[config.mk]
export PLATFORM = sky130hd
export DESIGN_NAME = uart_tx_fifo
export DESIGN_NICKNAME = d
export VERILOG_FILES = /design/src/rtl/uart_tx_fifo.sv
export SDC_FILE = /design/constraint.sdc
export NUM_CORES = 1
export LEC_CHECK = 0
export BUFFER_PORTS_ARGS = -buffer_cell sky130_fd_sc_hd__buf_2
export CELL_PAD_IN_SITES_DETAIL_PLACEMENT = 2
export CELL_PAD_IN_SITES_GLOBAL_PLACEMENT = 2
export CORE_ASPECT_RATIO = 0.8
export CORE_UTILIZATION = 45
export DETAILED_ROUTE_END_ITERATION = 12
export PLACE_DENSITY_LB_ADDON = 0.1
export SYNTH_ARGS = -nofsm -noshare
export SYNTH_HDL_FRONTEND = slang
export SYNTH_SLANG_ARGS = --single-unit
[constraint.sdc]
create_clock -name i_clk -period 4.8 [get_ports i_clk]
set_clock_uncertainty 0.2 [all_clocks]
set_input_delay 0.24 -clock i_clk [delete_from_list [all_inputs] [get_ports i_clk]]
set_output_delay 0.24 -clock i_clk [all_outputs]
set_load 0.01 [all_outputs]
[src/rtl/uart_tx_fifo.sv]
// UART transmitter fed by a small FIFO: bytes are queued on a valid/ready handshake
// and sent back-to-back as 8-bit LSB-first frames with optional parity and 1-2 stop bits.
module uart_tx_fifo #(
    parameter int CLK_FREQ   = 50_000_000,
    parameter int BAUD       = 115200,
    parameter int PARITY     = 0,
    parameter int STOP_BITS  = 1,
    parameter int FIFO_DEPTH = 4
) (
    input  logic                          i_clk,
    input  logic                          i_rst,
    input  logic [7:0]                    i_data,
    input  logic                          i_valid,
    output logic                          o_ready,
    output logic                          o_tx,
    output logic                          o_busy,
    output logic [$clog2(FIFO_DEPTH):0]   o_fifo_cnt
);

    localparam int BIT_CYC = CLK_FREQ / BAUD;
    localparam int BW      = (BIT_CYC > 1) ? $clog2(BIT_CYC) : 1;
    localparam int AW      = $clog2(FIFO_DEPTH);
    localparam int CW      = AW + 1;

    typedef enum logic [2:0] {ST_IDLE, ST_START, ST_DATA, ST_PARITY, ST_STOP} state_t;

    logic [7:0]    mem [FIFO_DEPTH];
    logic [AW-1:0] wr_ptr_reg, rd_ptr_reg;
    logic [CW-1:0] cnt_reg;

    state_t        state_reg;
    logic [BW-1:0] baud_cnt_reg;
    logic [2:0]    bit_idx_reg;
    logic          stop_idx_reg;
    logic [7:0]    shift_reg;
    logic          par_reg;
    logic          tx_reg;

    logic          push, pop, baud_done, last_stop, fifo_empty;
    logic [7:0]    head;

    assign fifo_empty = (cnt_reg == '0);
    assign o_ready    = (cnt_reg < CW'(FIFO_DEPTH));
    assign push       = i_valid && o_ready;
    assign head       = mem[rd_ptr_reg];
    assign baud_done  = (baud_cnt_reg == BW'(BIT_CYC - 1));
    assign last_stop  = (STOP_BITS == 2) ? stop_idx_reg : 1'b1;
    // Pop either to start from idle or to chain the next frame straight off the last stop bit.
    assign pop        = !fifo_empty &&
                        ((state_reg == ST_IDLE) ||
                         (state_reg == ST_STOP && baud_done && last_stop));

    assign o_tx       = tx_reg;
    assign o_busy     = !((state_reg == ST_IDLE) && fifo_empty);
    assign o_fifo_cnt = cnt_reg;

    always_ff @(posedge i_clk) begin
        if (push) begin
            mem[wr_ptr_reg] <= i_data;
        end
    end

    always_ff @(posedge i_clk or posedge i_rst) begin
        if (i_rst) begin
            wr_ptr_reg <= '0;
            rd_ptr_reg <= '0;
            cnt_reg    <= '0;
        end else begin
            if (push) wr_ptr_reg <= wr_ptr_reg + 1'b1;
            if (pop)  rd_ptr_reg <= rd_ptr_reg + 1'b1;
            case ({push, pop})
                2'b10:   cnt_reg <= cnt_reg + 1'b1;
                2'b01:   cnt_reg <= cnt_reg - 1'b1;
                default: cnt_reg <= cnt_reg;
            endcase
        end
    end

    always_ff @(posedge i_clk or posedge i_rst) begin
        if (i_rst) begin
            state_reg    <= ST_IDLE;
            baud_cnt_reg <= '0;
            bit_idx_reg  <= '0;
            stop_idx_reg <= 1'b0;
            shift_reg    <= '0;
            par_reg      <= 1'b0;
            tx_reg       <= 1'b1;
        end else begin
            case (state_reg)
                ST_IDLE: begin
                    tx_reg <= 1'b1;
                    if (pop) begin
                        shift_reg    <= head;
                        par_reg      <= (PARITY == 2) ? ~^head : ^head;
                        tx_reg       <= 1'b0;
                        baud_cnt_reg <= '0;
                        state_reg    <= ST_START;
                    end
                end
                ST_START: begin
                    if (baud_done) begin
                        baud_cnt_reg <= '0;
                        bit_idx_reg  <= '0;
                        tx_reg       <= shift_reg[0];
                        state_reg    <= ST_DATA;
                    end else begin
                        baud_cnt_reg <= baud_cnt_reg + 1'b1;
                    end
                end
                ST_DATA: begin
                    if (baud_done) begin
                        baud_cnt_reg <= '0;
                        if (bit_idx_reg == 3'd7) begin
                            if (PARITY != 0) begin
                                tx_reg    <= par_reg;
                                state_reg <= ST_PARITY;
                            end else begin
                                tx_reg       <= 1'b1;
                                stop_idx_reg <= 1'b0;
                                state_reg    <= ST_STOP;
                            end
                        end else begin
                            bit_idx_reg <= bit_idx_reg + 3'd1;
                            tx_reg      <= shift_reg[bit_idx_reg + 3'd1];
                        end
                    end else begin
                        baud_cnt_reg <= baud_cnt_reg + 1'b1;
                    end
                end
                ST_PARITY: begin
                    if (baud_done) begin
                        baud_cnt_reg <= '0;
                        tx_reg       <= 1'b1;
                        stop_idx_reg <= 1'b0;
                        state_reg    <= ST_STOP;
                    end else begin
                        baud_cnt_reg <= baud_cnt_reg + 1'b1;
                    end
                end
                ST_STOP: begin
                    if (baud_done) begin
                        baud_cnt_reg <= '0;
                        if (!last_stop) begin
                            stop_idx_reg <= 1'b1;
                        end else if (pop) begin
                            shift_reg <= head;
                            par_reg   <= (PARITY == 2) ? ~^head : ^head;
                            tx_reg    <= 1'b0;
                            state_reg <= ST_START;
                        end else begin
                            state_reg <= ST_IDLE;
                        end
                    end else begin
                        baud_cnt_reg <= baud_cnt_reg + 1'b1;
                    end
                end
                default: begin
                    tx_reg    <= 1'b1;
                    state_reg <= ST_IDLE;
                end
            endcase
        end
    end

endmodule

==> out/results.tsv, run 1 <==
metric	value	unit
vias_per_cell	5.80	
cts_root_buf	clkbuf_8	
first_iter_violations	88	
finalCritPeriodShare	0.625	
peakVddDrop	276	uV
max-cap-violations	0	
dp_cells	302	
maxSlewViolCount	0	
gp_congestion	0.735	
synth_top_cell_by_area	edfxtp_1	
status	complete, no violations	
crit_fanout	11	
setup_viol	0	
largest_register_ffs	32	
numCtsBuffers	9	
async_reset_ff_frac	0.492	
worst_ep_required_time	4.86	ns
fin_ws	1.80	ns
stdcell_count	327	
clock-sinks	63	
remaining_drc_errors	0	
ys_types	48	
grt_max_degree	32	
crit_type	reg2reg	
synth_cells	209	
post-route-min-period	3.00	ns
hold_violations	0	
io_buffers	16	
diodes	0	
dieArea	6890	sq um
rsz0062_at_grt	no	
ys_top_cells_by_area	edfxtp_1 33%, dfrtp_1 25%, mux4_2 7.6%, ha_1 3.8%, xnor2_1 3.3%	
core-area	6380	sq um
antenna_found_initial	0	
start_util	0.463	
end_kind	flop	
netlist_top_cells_count	32 x edfxtp_1, 30 x dfrtp_1, 16 x inv_1	
power_density	586	nW/um^2
die_w	92.5	microns
via_count	1895	
grt_pass1_vias	2082	
holdCritPathClass	in2reg	
synth_most_common_cell	edfxtp_1	
cts_htree_levels	3	
wl_per_cell	23.6	microns
hpwl	4690	microns
die_h	74.4	microns
p_leak	1.31	nW
drive_gt1_frac	0.243	
ys_seq_elements	63	
cts.clk_slew.worst_paths	0.08	ns
synth_area	2950	sq um
fin_hold_ws	0.227	ns
synth_area_per_cell	14.1	sq um
max_freq	0.333	GHz
max_slew.worst_pin.slew	0.583	ns
postCtsResizedCells	0	
seq_area_frac_synth	0.589	
cp-start-kind	flop	
first_pass_iters	4	
finalNetCount	259	
place_worst_setup_slack	1.95	ns
postRouteAntennaNets	0	
wirelength	7720	microns
synth_edf_count	32	
clk_latency	0.35	ns
cts_tree	done	
max_slew_margin	0.611	
cp.arrival	3.06	ns
synthesis.nets	230	
overflow	0	
ys_warn_count	0	
track_usage	0.253	
pin_count	17	
grt_pass1_wl	12100	microns
synthFlopType	edfxtp_1	
synth_top_area_frac	0.326	
clockBufferDepth	2	
rows	26	
finalPower	1.99	mW
area_delta_synth_final	15.2	%
final.setup.tns	0	ns
==> per-stage QoR <==
step,util,instance area [sq um]
final,0.533,3400
after floorplan,-,2950
after CTS,0.533,3400
after global routing,0.533,3400
after detailed placement,0.488,3110
after global placement,0.488,3110
==> placed cells by master (no fill, tap or decap), types with 2 or more instances in the layout <==
cell	count
a2111oi_2	4
mux4_2	10
ha_1	9
o22ai_1	2
nand4_1	3
a21o_1	2
mux2i_1	3
dlygate4sd3_1	9
clkbuf_8	9
buf_2	16
dfrtp_1	30
edfxtp_1	32
clkinv_2	3
nor2_1	6
nor2b_1	2
o21ai_0	4
and2_1	4
nor3_1	3
xnor2_1	11
inv_1	16
nand3_1	5
a211oi_1	2
nand2_1	7
inv_6	2
a21oi_1	10
buf_4	4
mux2_2	3
mux2_1	8
==> repair_timing <==
item | in CTS | in global routing
hold endpoints to repair | 62 | 0
endpoints found under the setup margin | 0 | 0
hold buffers | 9 | 0
buffers inserted | 0 | 0
==> cell type report <==
cell class | count | area [sq um]
fill | 605 | 2980
tap | 84 | 105
inverter | 16 | 60.1
timing repair buffer | 29 | 200
clock buffer | 9 | 124
clock inverter | 7 | 71.3
multi-input combinational | 119 | 1100
sequential | 63 | 1740
==> where the power goes <==
| group | total (mW) | switching, mW | internal [mW] |
|---|---|---|---|
| sequential | 0.859 | 0.149 | 0.711 |
| combinational | 0.661 | 0.357 | 0.304 |
| clock | 0.473 | 0.231 | 0.242 |
| total | 1.99 | 0.737 | 1.26 |
==> worst paths after layout <==
path	from	to	slack, ns	depth (start not counted)
setup reg to reg	baud_cnt_reg[3]$_DFFE_PP0P_	o_fifo_cnt[2]$_DFFE_PP0P_	1.80	10
max in group asynchronous	i_rst	o_tx$_DFFE_PP1P_	3.66	4
setup / recovery	baud_cnt_reg[3]$_DFFE_PP0P_	o_fifo_cnt[2]$_DFFE_PP0P_	1.80	10
min in group asynchronous	i_rst	wr_ptr_reg[1]$_DFFE_PP0P_	0.39	4
hold reg to reg	shift_reg[6]$_DFFE_PP0P_	shift_reg[6]$_DFFE_PP0P_	0.29	1
hold / removal	i_valid	wr_ptr_reg[0]$_DFFE_PP0P_	0.23	3
==> critical path, cell delays in order, from the launching register on <==
cell     delay, ns
dfrtp_1       0.46
nor4b_2       0.47
nand2_2       0.17
a21oi_1       0.20
buf_4         0.24
ha_1          0.23
inv_1         0.07
fa_1          0.37
xor2_1        0.15
nor2_1        0.18
xnor2_1       0.16
==> per-layer routing <==
layer | up-vias | track usage | part of all wire
met5 | - | 0 | 0
met1 | 1001 | 0.315 | 0.43
met3 | 12 | 0.0603 | 0.031
met4 | 0 | 0.0729 | 0.013
li1 | 839 | - | -
met2 | 43 | 0.449 | 0.52
==> kinds of logic after synthesis <==
family | after synthesis | synth area share
mux | 24 | 0.128
simple gates | 39 | 0.0759
compound gates | 34 | 0.0882
buf+inv | 27 | 0.0382
fa+ha+maj | 10 | 0.0449
flops | 63 | 0.589
xor+xnor | 12 | 0.0356
No activity file was read; power rests on OpenSTA's default activity.
==> run 2: changes to the inputs <==
Settings changed: CORE_UTILIZATION 45 to 39.
Clock period 4.8 ns to 2.6 ns, I/O delays scaled along.
==> out/results.tsv, run 2 (synthesis results as in run 1) <==
metric	value	unit
io_buffers	16	
startpoint	baud_cnt_reg[1]$_DFFE_PP0P_	
peakVddDrop	422	uV
power_density	1090	nW/um^2
fin_ws	0.122	ns
status	complete, no violations	
pin_count	17	
setup_viol	0	
max-cap-violations	0	
rsz0062_at_grt	no	
cts_root_buf	clkbuf_8	
grt_pass1_vias	2125	
r2r_end	o_fifo_cnt[2]$_DFFE_PP0P_	
remaining_drc_errors	0	
layout_common_cells	32 x edfxtp_1, 30 x dfrtp_1, 16 x inv_1, 16 x buf_2, 14 x buf_4	
maxSlewViolCount	0	
max_slew.worst_pin.slew	0.714	ns
max_freq	0.404	GHz
pwr-share-seq	0.397	
die_w	99.3	microns
cp_cell_sequence	inv_1, ha_1, and4_4, nand2_2, a21oi_4, ha_4, inv_1, fa_1, xor2_1, nor2_1, xnor2_1	
cts_tree	done	
cts_setup_buffers	0	
drive_gt1_frac	0.285	
postRouteAntennaNets	0	
fin_area	3550	sq um
final_common_cell	edfxtp_1	
hold_violations	0	
stdcell_count	340	
holdCritPathClass	in2reg	
power_frac_clock	0.255	
crit_type	reg2reg	
power_frac_comb	0.348	
p_int	2.52	mW
clk_latency	0.34	ns
diodes	0	
grt_pass1_wl	12300	microns
reg2reg_slack	0.12	ns
p_leak	1.37	nW
numCtsBuffers	9	
p_sw	1.35	mW
clockBufferDepth	2	
worst_ep_required_time	2.66	ns
rows	27	
end_kind	flop	
first_iter_violations	110	
cp_slowest_cell	dfrtp_1	
start_util	0.416	
cts_htree_levels	3	
area_delta_synth_final	20.3	%
track_usage	0.216	
p_sw_frac	0.349	
cts.clk_slew.worst_paths	0.08	ns
first_pass_iters	4	
dp_cells	315	
critPathMaxStageDelay	0.40	ns
overflow	0	
n_fill_cell	670	
rr_startpoint	baud_cnt_reg[1]$_DFFE_PP0P_	
max_slew_margin	0.524	
placement.cell_area	3200	sq um
min_from	i_valid	
crit_fanout	3	
worstRegToRegCells	11	
finalCritPeriodShare	0.953	
largest_register_ffs	32	
hpwl	4990	microns
dieArea	7920	sq um
wirelength	7590	microns
post-route-min-period	2.48	ns
cp.arrival	2.54	ns
core-area	7090	sq um
endpoint	o_fifo_cnt[2]$_DFFE_PP0P_	
final.setup.tns	0	ns
antenna_found_initial	0	
via_count	1887	
critical_path.most_common_cell	inv_1	
finalNetCount	269	
cp-start-kind	flop	
die_h	79.8	microns
clock-sinks	63	
gp_congestion	0.791	
grt_max_degree	32	
wl_per_cell	22.3	microns
place_worst_setup_slack	0.0560	ns
vias_per_cell	5.55	
==> run 2: what timing repair did <==
item / in CTS / in global routing
hold buffers: 9 / 0
endpoints found under the hold margin: 62 / 0
pin swaps: 0 / 1
gates cloned: 0 / 0
setup endpoints to repair: 1 / 1
resized for setup: 1 / 5
==> run 2: stage by stage <==
step	hold slack (ns)	util	power (mW)
after floorplan	0.0289	-	2.38
after global placement	0.0301	0.451	2.71
after detailed placement	0.0582	0.451	2.82
after CTS	0.0554	0.497	3.88
after global routing	0.0857	0.500	4.10
final	0.0537	0.500	3.87
==> run 2: power by group through the flow <==
stage	registers, mW	logic (mW)	clock network [mW]
3_3_place_gp	1.52	1.19	0
5_1_grt	1.57	1.48	1.05
6_report	1.53	1.35	0.987
2_1_floorplan	1.44	0.935	0
3_5_place_dp	1.56	1.26	0
4_1_cts	1.54	1.33	1.01
==> run 2: area by class of cell <==
| cell class | instances | area (sq um) | area share |
|---|---|---|---|
| Inverter | 16 | 60.1 | 0.0169 |
| Multi-Input combinational cell | 119 | 1140 | 0.320 |
| Tap cell | 87 | 109 | 0.0307 |
| Clock inverter | 6 | 93.8 | 0.0264 |
| Clock buffer | 10 | 138 | 0.0388 |
| Timing Repair Buffer | 39 | 275 | 0.0775 |
| Sequential cell | 63 | 1740 | 0.490 |
==> run 2: routing by layer <==
metal  track usage  part of all wire  routed length (microns)  up-vias
li1              -                 -                        -      857
met3        0.0499             0.020                      152        7
met4        0.0574            0.0058                       44        0
met5             0                 0                        0        -
met1         0.297              0.48                     3670      999
met2         0.346              0.49                     3730       24
==> run 2: worst min path at each step <==
stage | to | slack (ns) | cells past startpoint
3_3_place_gp | baud_cnt_reg[7]$_DFFE_PP0P_ | 0.03 | 3
5_1_grt | wr_ptr_reg[0]$_DFFE_PP0P_ | 0.09 | 4
3_5_place_dp | o_fifo_cnt[0]$_DFFE_PP0P_ | 0.06 | 3
4_1_cts | wr_ptr_reg[0]$_DFFE_PP0P_ | 0.06 | 4
6_report | wr_ptr_reg[0]$_DFFE_PP0P_ | 0.05 | 4
2_1_floorplan | baud_cnt_reg[0]$_DFFE_PP0P_ | 0.03 | 1
==> run 2: critical path, delay by kind of cell, from the launching register on <==
kind	cells	cell delay (ns)
adder cells (fa/ha/maj)	3	0.70
AND/OR/NAND/NOR	3	0.47
flip-flops	1	0.40
XOR/XNOR	2	0.29
AO/OA/AOI/OAI	1	0.18
buffers and inverters	2	0.13
